## src/rtl/video_rst_pkg.sv

```systemverilog
// Shared types, parameter defaults and counter sizing for the video reset sequencer.
package video_rst_pkg;

  typedef enum logic [1:0] {
    PLLRST    = 2'd0,
    WAIT_LOCK = 2'd1,
    STABLE    = 2'd2,
    RUN       = 2'd3
  } state_e;

  localparam int DEF_RST_CYCLES     = 16;
  localparam int DEF_STABLE_CYCLES  = 1024;
  localparam int DEF_TIMEOUT_CYCLES = 65536;

  // Width that holds 0..max-1 of the three intervals; never narrower than one bit.
  function automatic int cnt_width(input int a, input int b, input int c);
    int m;
    m = a;
    if (b > m) m = b;
    if (c > m) m = c;
    return (m > 1) ? $clog2(m) : 1;
  endfunction

endpackage

```

## src/rtl/video_rst_gen_sync_2ff.sv

```systemverilog
// One-bit two-flop synchronizer, async active-low reset, resets to 0.
module sync_2ff (
  input  logic clk,
  input  logic rst_n,
  input  logic d,
  output logic q
);

  logic meta_q, meta_d;
  logic sync_q, sync_d;

  always_comb begin
    meta_d = d;
    sync_d = meta_q;
  end

  // NOTE: sequential state uses non-blocking assignments so every flop samples pre-edge values.
  always_ff @(posedge clk or negedge rst_n) begin
    if (!rst_n) begin
      meta_q <= 1'b0;
      sync_q <= 1'b0;
    end else begin
      meta_q <= meta_d;
      sync_q <= sync_d;
    end
  end

  assign q = sync_q;

endmodule

```

## src/rtl/video_rst_gen.sv

```systemverilog
// PLL reset / lock-qualification sequencer. Define VIDEO_RST_TIMEOUT_EN to
// re-reset a PLL that fails to lock within TIMEOUT_CYCLES.
module video_rst_gen
  import video_rst_pkg::*;
#(
  parameter int RST_CYCLES     = DEF_RST_CYCLES,
  parameter int STABLE_CYCLES  = DEF_STABLE_CYCLES,
  parameter int TIMEOUT_CYCLES = DEF_TIMEOUT_CYCLES,
  parameter int CNT_W          = 8
) (
  input  logic             clk,
  input  logic             rst_n,
  input  logic             pll_lock,
  output logic             pll_rst,
  output logic             video_rst_n,
  output logic             pll_ready,
  output logic             lock_lost,
  output logic [CNT_W-1:0] relock_cnt
);

  localparam int CW = cnt_width(RST_CYCLES, STABLE_CYCLES, TIMEOUT_CYCLES);
  localparam logic [CW-1:0] RST_LAST    = CW'(RST_CYCLES - 1);
  localparam logic [CW-1:0] STABLE_LAST = CW'(STABLE_CYCLES - 1);
`ifdef VIDEO_RST_TIMEOUT_EN
  localparam logic [CW-1:0] TIMEOUT_LAST = CW'(TIMEOUT_CYCLES - 1);
`endif

  logic             lock_s;
  state_e           state_q, state_d;
  logic [CW-1:0]    cnt_q, cnt_d;
  logic             pll_rst_q, pll_rst_d;
  logic             video_rst_n_q, video_rst_n_d;
  logic             pll_ready_q, pll_ready_d;
  logic             lock_lost_q, lock_lost_d;
  logic [CNT_W-1:0] relock_cnt_q, relock_cnt_d;

  sync_2ff u_lock_sync (
    .clk   (clk),
    .rst_n (rst_n),
    .d     (pll_lock),
    .q     (lock_s)
  );

  // NOTE: every always_comb output gets a default first so no path can infer a latch.
  always_comb begin
    state_d      = state_q;
    cnt_d        = cnt_q + CW'(1);
    lock_lost_d  = 1'b0;
    relock_cnt_d = relock_cnt_q;

    unique case (state_q)
      PLLRST: begin
        if (cnt_q == RST_LAST) state_d = WAIT_LOCK;
      end
      WAIT_LOCK: begin
        if (lock_s) state_d = STABLE;
`ifdef VIDEO_RST_TIMEOUT_EN
        else if (cnt_q == TIMEOUT_LAST) state_d = PLLRST;
`else
        else cnt_d = cnt_q;
`endif
      end
      STABLE: begin
        // A dropout wins over a completed count: the lock must be seen through the last cycle.
        if (!lock_s) state_d = WAIT_LOCK;
        else if (cnt_q == STABLE_LAST) state_d = RUN;
      end
      RUN: begin
        cnt_d = cnt_q;
        if (!lock_s) begin
          state_d     = PLLRST;
          lock_lost_d = 1'b1;
          if (relock_cnt_q != '1) relock_cnt_d = relock_cnt_q + CNT_W'(1);
        end
      end
      default: state_d = PLLRST;
    endcase

    if (state_d != state_q) cnt_d = '0;

    // Outputs decode the next state so they switch on the same edge as the state.
    pll_rst_d     = (state_d == PLLRST);
    video_rst_n_d = (state_d == RUN);
    pll_ready_d   = (state_d == RUN);
  end

  always_ff @(posedge clk or negedge rst_n) begin
    if (!rst_n) begin
      state_q       <= PLLRST;
      cnt_q         <= '0;
      pll_rst_q     <= 1'b1;
      video_rst_n_q <= 1'b0;
      pll_ready_q   <= 1'b0;
      lock_lost_q   <= 1'b0;
      relock_cnt_q  <= '0;
    end else begin
      state_q       <= state_d;
      cnt_q         <= cnt_d;
      pll_rst_q     <= pll_rst_d;
      video_rst_n_q <= video_rst_n_d;
      pll_ready_q   <= pll_ready_d;
      lock_lost_q   <= lock_lost_d;
      relock_cnt_q  <= relock_cnt_d;
    end
  end

  assign pll_rst     = pll_rst_q;
  assign video_rst_n = video_rst_n_q;
  assign pll_ready   = pll_ready_q;
  assign lock_lost   = lock_lost_q;
  assign relock_cnt  = relock_cnt_q;

endmodule
```

## config.mk

```make
export PLATFORM = sky130hd
export DESIGN_NAME = video_rst_gen
export DESIGN_NICKNAME = d
export VERILOG_FILES = /design/src/rtl/video_rst_pkg.sv /design/src/rtl/video_rst_gen_sync_2ff.sv /design/src/rtl/video_rst_gen.sv
export SDC_FILE = /design/constraint.sdc
export NUM_CORES = 1
export LEC_CHECK = 0
export ABC_AREA = 1
export BUFFER_PORTS_ARGS = -buffer_cell sky130_fd_sc_hd__buf_4
export CAP_MARGIN = 20
export CORE_ASPECT_RATIO = 0.8
export CORE_MARGIN = 2
export CORE_UTILIZATION = 31
export CTS_CLUSTER_DIAMETER = 30
export DETAILED_ROUTE_END_ITERATION = 8
export RECOVER_POWER = 25
export SLEW_MARGIN = 20
export SYNTH_ARGS = -nofsm -noshare
export SYNTH_HDL_FRONTEND = slang
export SYNTH_SLANG_ARGS = --single-unit
```

## constraint.sdc

```tcl
create_clock -name clk -period 1.55 [get_ports clk]
set_clock_uncertainty 0.15 [all_clocks]
set_input_delay 0.0775 -clock clk [delete_from_list [all_inputs] [get_ports clk]]
set_output_delay 0.0775 -clock clk [all_outputs]
set_load 0.01 [all_outputs]
```

==> summary.md <==
| Metric | Value |
|---|---|
| Status | `finished, violations left` |
| Failing checks | `setup timing` |
| Family with the most delay on the worst path | `simple AND/OR/NAND/NOR gates` |
| Minimum clock period | `1.56 ns` |
| Min-delay worst type | `flop to flop` |
| Synth-to-Final Area Change | `38.0%` |
| Layout cells sized above 1 | `35.2%` |
| Die Wd | `86.9 µm` |
| Ys Warns | `0` |
| Finished Layout Cells | `338` |
| WP data required | `1.58 ns` |
| Post-route DRC | `0` |
| Final WS setup | `-0.0103 ns` |
| Slew margin rel. | `49.4%` |
| Die Area | `6110 µm²` |
| Slew Viols, Final | `0` |
| Max incr delay on CP | `0.41 ns` |
| VDD IR max | `540 µV` |
| Worst skew pair latency | `0.28 ns` |
| Seq cells post-synth | `31` |
| WL final | `4040 µm` |
| Cell Pwr Density | `1120 nW/µm²` |
| Routed len/inst | `11.9 µm` |
| TritonCTS clock tree | `yes` |
| Final setup violation count | `5` |
| Worst path slowest cell | `dfrtp_1` |
| Period utilization | `101%` |
| Cell variety after synth | `26` |
| Crit end category | `flop` |
| Largest cells by area after synthesis | `dfrtp_1 (44%), nand2_1 (13%), nor2_1 (8.8%)` |
| Async S/R FF share, synth | `100%` |
| Final-report hold violation count | `0` |
| Top FF cell, synth | `dfrtp_1` |
| Clock root buffer | `clkbuf_8` |
| Syn avg cell area | `7.65 µm²` |
| CP startpoint | `cnt_q[8]$_DFFE_PN0P_` |
| Clk sink count | `31` |
| Crit Path Class | `flop to flop` |
| All-layer global routing usage | `13.2%` |
| H-tree levels | `2` |
| Cts bufs inserted | `5` |
| Critical R2R Launch | `cnt_q[8]$_DFFE_PN0P_` |
| Fmax | `641 MHz` |
| Initial antenna violation count | `0` |
| DP Area | `2050 µm²` |
| Leak | `1.18 nW` |
| Number of I/O pins | `15` |
| Max Cap Viol | `0` |
| Cell Rows | `24` |
| Mapped Cells | `223` |
| First-pass GRT wire length | `6250 µm` |
| Clock Pin Slew Worst Setup and Hold Paths | `0.07 ns` |
| RSZ-0062 raised after global routing | `true` |
| Tightest Pin Transition | `0.760 ns` |
| Pre-antenna DRT Iters | `4` |
| Post-synth EDFFs | `0` |
| Post-synth top area cell | `dfrtp_1` |
| Top cells by count, synth | `nand2_1 (59), nor2_1 (40), dfrtp_1 (30)` |
| Crit Path Max Fanout | `5` |
| Worst-path cell chain | `nand2_1, inv_1, nand2_1, nor2_1, nand2_2, nand2_4, nand3_4, nand3_1, inv_1` |
| Cell area after synthesis | `1710 µm²` |
| Final ANT Viol Nets | `0` |
| Design area | `2350 µm²` |
| Die Ht | `70.3 µm` |
| Bufs on Longest Clock Path | `2` |
| Vias | `1565` |
| Power Total | `2.63 mW` |
| Synth top area share | `44.0%` |
| Antenna Cells | `0` |
| Port Buf Inserts | `14` |
| CP Data Arrival Time | `1.59 ns` |
| Startpoint Class | `flop` |
| Hold wc startpoint | `u_lock_sync.meta_q$_DFF_PN0_` |
| Routability cong. | `0.842` |
| Hold slack | `0.199 ns` |
| Core Area | `5380 µm²` |
| Buf/Inv on CP | `2` |
| Detailed placement HPWL | `2780 µm` |
| Vias per inst | `4.63` |
| Largest net degree at the start of global routing | `32` |
| Syn_nets | `228` |
| Cell with the most instances after synthesis | `nand2_1` |
| Number of global-route vias before repair | `1403` |
| Sequential area share after synthesis | `45.6%` |
| Number of DRC markers in iteration 0 | `76` |
| Fillers | `517` |
| Dpl cells | `323` |
| Net count, final | `277` |
| Gr ovfl total | `0` |
| Starting Density | `31.7%` |
-- layer usage --
layer,GRT usage [%],vias up,share of wire [%],wire [µm]
met3,4.26,8,5.3,212
met2,18.7,36,44,1780
met4,4.69,0,1.9,77
met1,18.8,727,49,1970
met5,0,-,0,0
li1,-,794,-,-
-- metrics by stage --
step           worst slack [ns]  util (%)  TNS [ns]
3_3_place_gp            -0.0233      38.1    -0.144
3_5_place_dp            -0.0745      38.1    -0.927
6_report                -0.0103      43.8   -0.0297
2_1_floorplan            0.0127         -         0
4_1_cts                -0.00588      40.4  -0.00588
5_1_grt                 -0.0932      43.8     -1.29
-- area by class of cell --
class,instances,area [µm²],area share [%]
timing repair buffer,43,333,14.1
clock buffer,7,76.3,3.24
clock inverter,1,5.00,0.213
inverter,31,119,5.05
tap,65,81.3,3.46
multi-input combinational,160,956,40.6
sequential,31,783,33.3
-- power by group --
group / internal [mW] / total (mW) / switching (mW) / leakage (nW)
Sequential: 0.937 / 1.05 / 0.114 / 0.407
Combinational: 0.415 / 0.965 / 0.550 / 0.729
Clock: 0.315 / 0.610 / 0.296 / 0.0422
Total: 1.67 / 2.63 / 0.960 / 1.18
-- flip-flops by register name, summed over array words and instances, names as in the netlist --
register / count
u_lock_sync.meta_q: 1
lock_lost: 1
pll_rst: 1
state_q: 2
relock_cnt: 8
pll_ready: 1
u_lock_sync.q: 1
cnt_q: 16
-- timing repair --
action,CTS,global route
endpoints found under the setup margin,19,26
gates cloned,0,1
setup buffers,1,4
resized for setup,4,43
hold endpoints to repair,32,0
pin swaps,1,15
hold buffers,2,0
-- kinds of logic after synthesis --
family                     after synthesis  synth area share [%]
and+or+nand+nor                        137                  35.7
adders and majority gates                2                  1.47
DFF                                     31                  45.6
xor gates and xnor gates                11                  5.65
buffers and inverters                   33                  8.07
AOI/OAI and AO/OA                        9                  3.52
-- cells in the final DEF (no fill, tap or decap), types with 6 or more instances in the layout --
master,netlist,final
nand2_1,59,49
buf_4,1,37
nor2_1,40,31
inv_1,26,26
dfrtp_1,30,25
nand3_1,20,17
nand2_2,3,8
xor2_1,7,7
nor2_2,2,6
nand2_4,1,6
-- final timing paths --
check	depth (start not counted)	slack, ns	to
min in group asynchronous	2	0.25	relock_cnt[0]$_DFFE_PN0P_
worst max register to register	9	-0.01	cnt_q[6]$_DFFE_PN0P_
worst max-delay path	9	-0.01	cnt_q[6]$_DFFE_PN0P_
max in group asynchronous	2	0.47	cnt_q[6]$_DFFE_PN0P_
worst min-delay path	0	0.20	u_lock_sync.q$_DFF_PN0_
worst min register to register	0	0.20	u_lock_sync.q$_DFF_PN0_
Power figures use the tool's default switching activity.
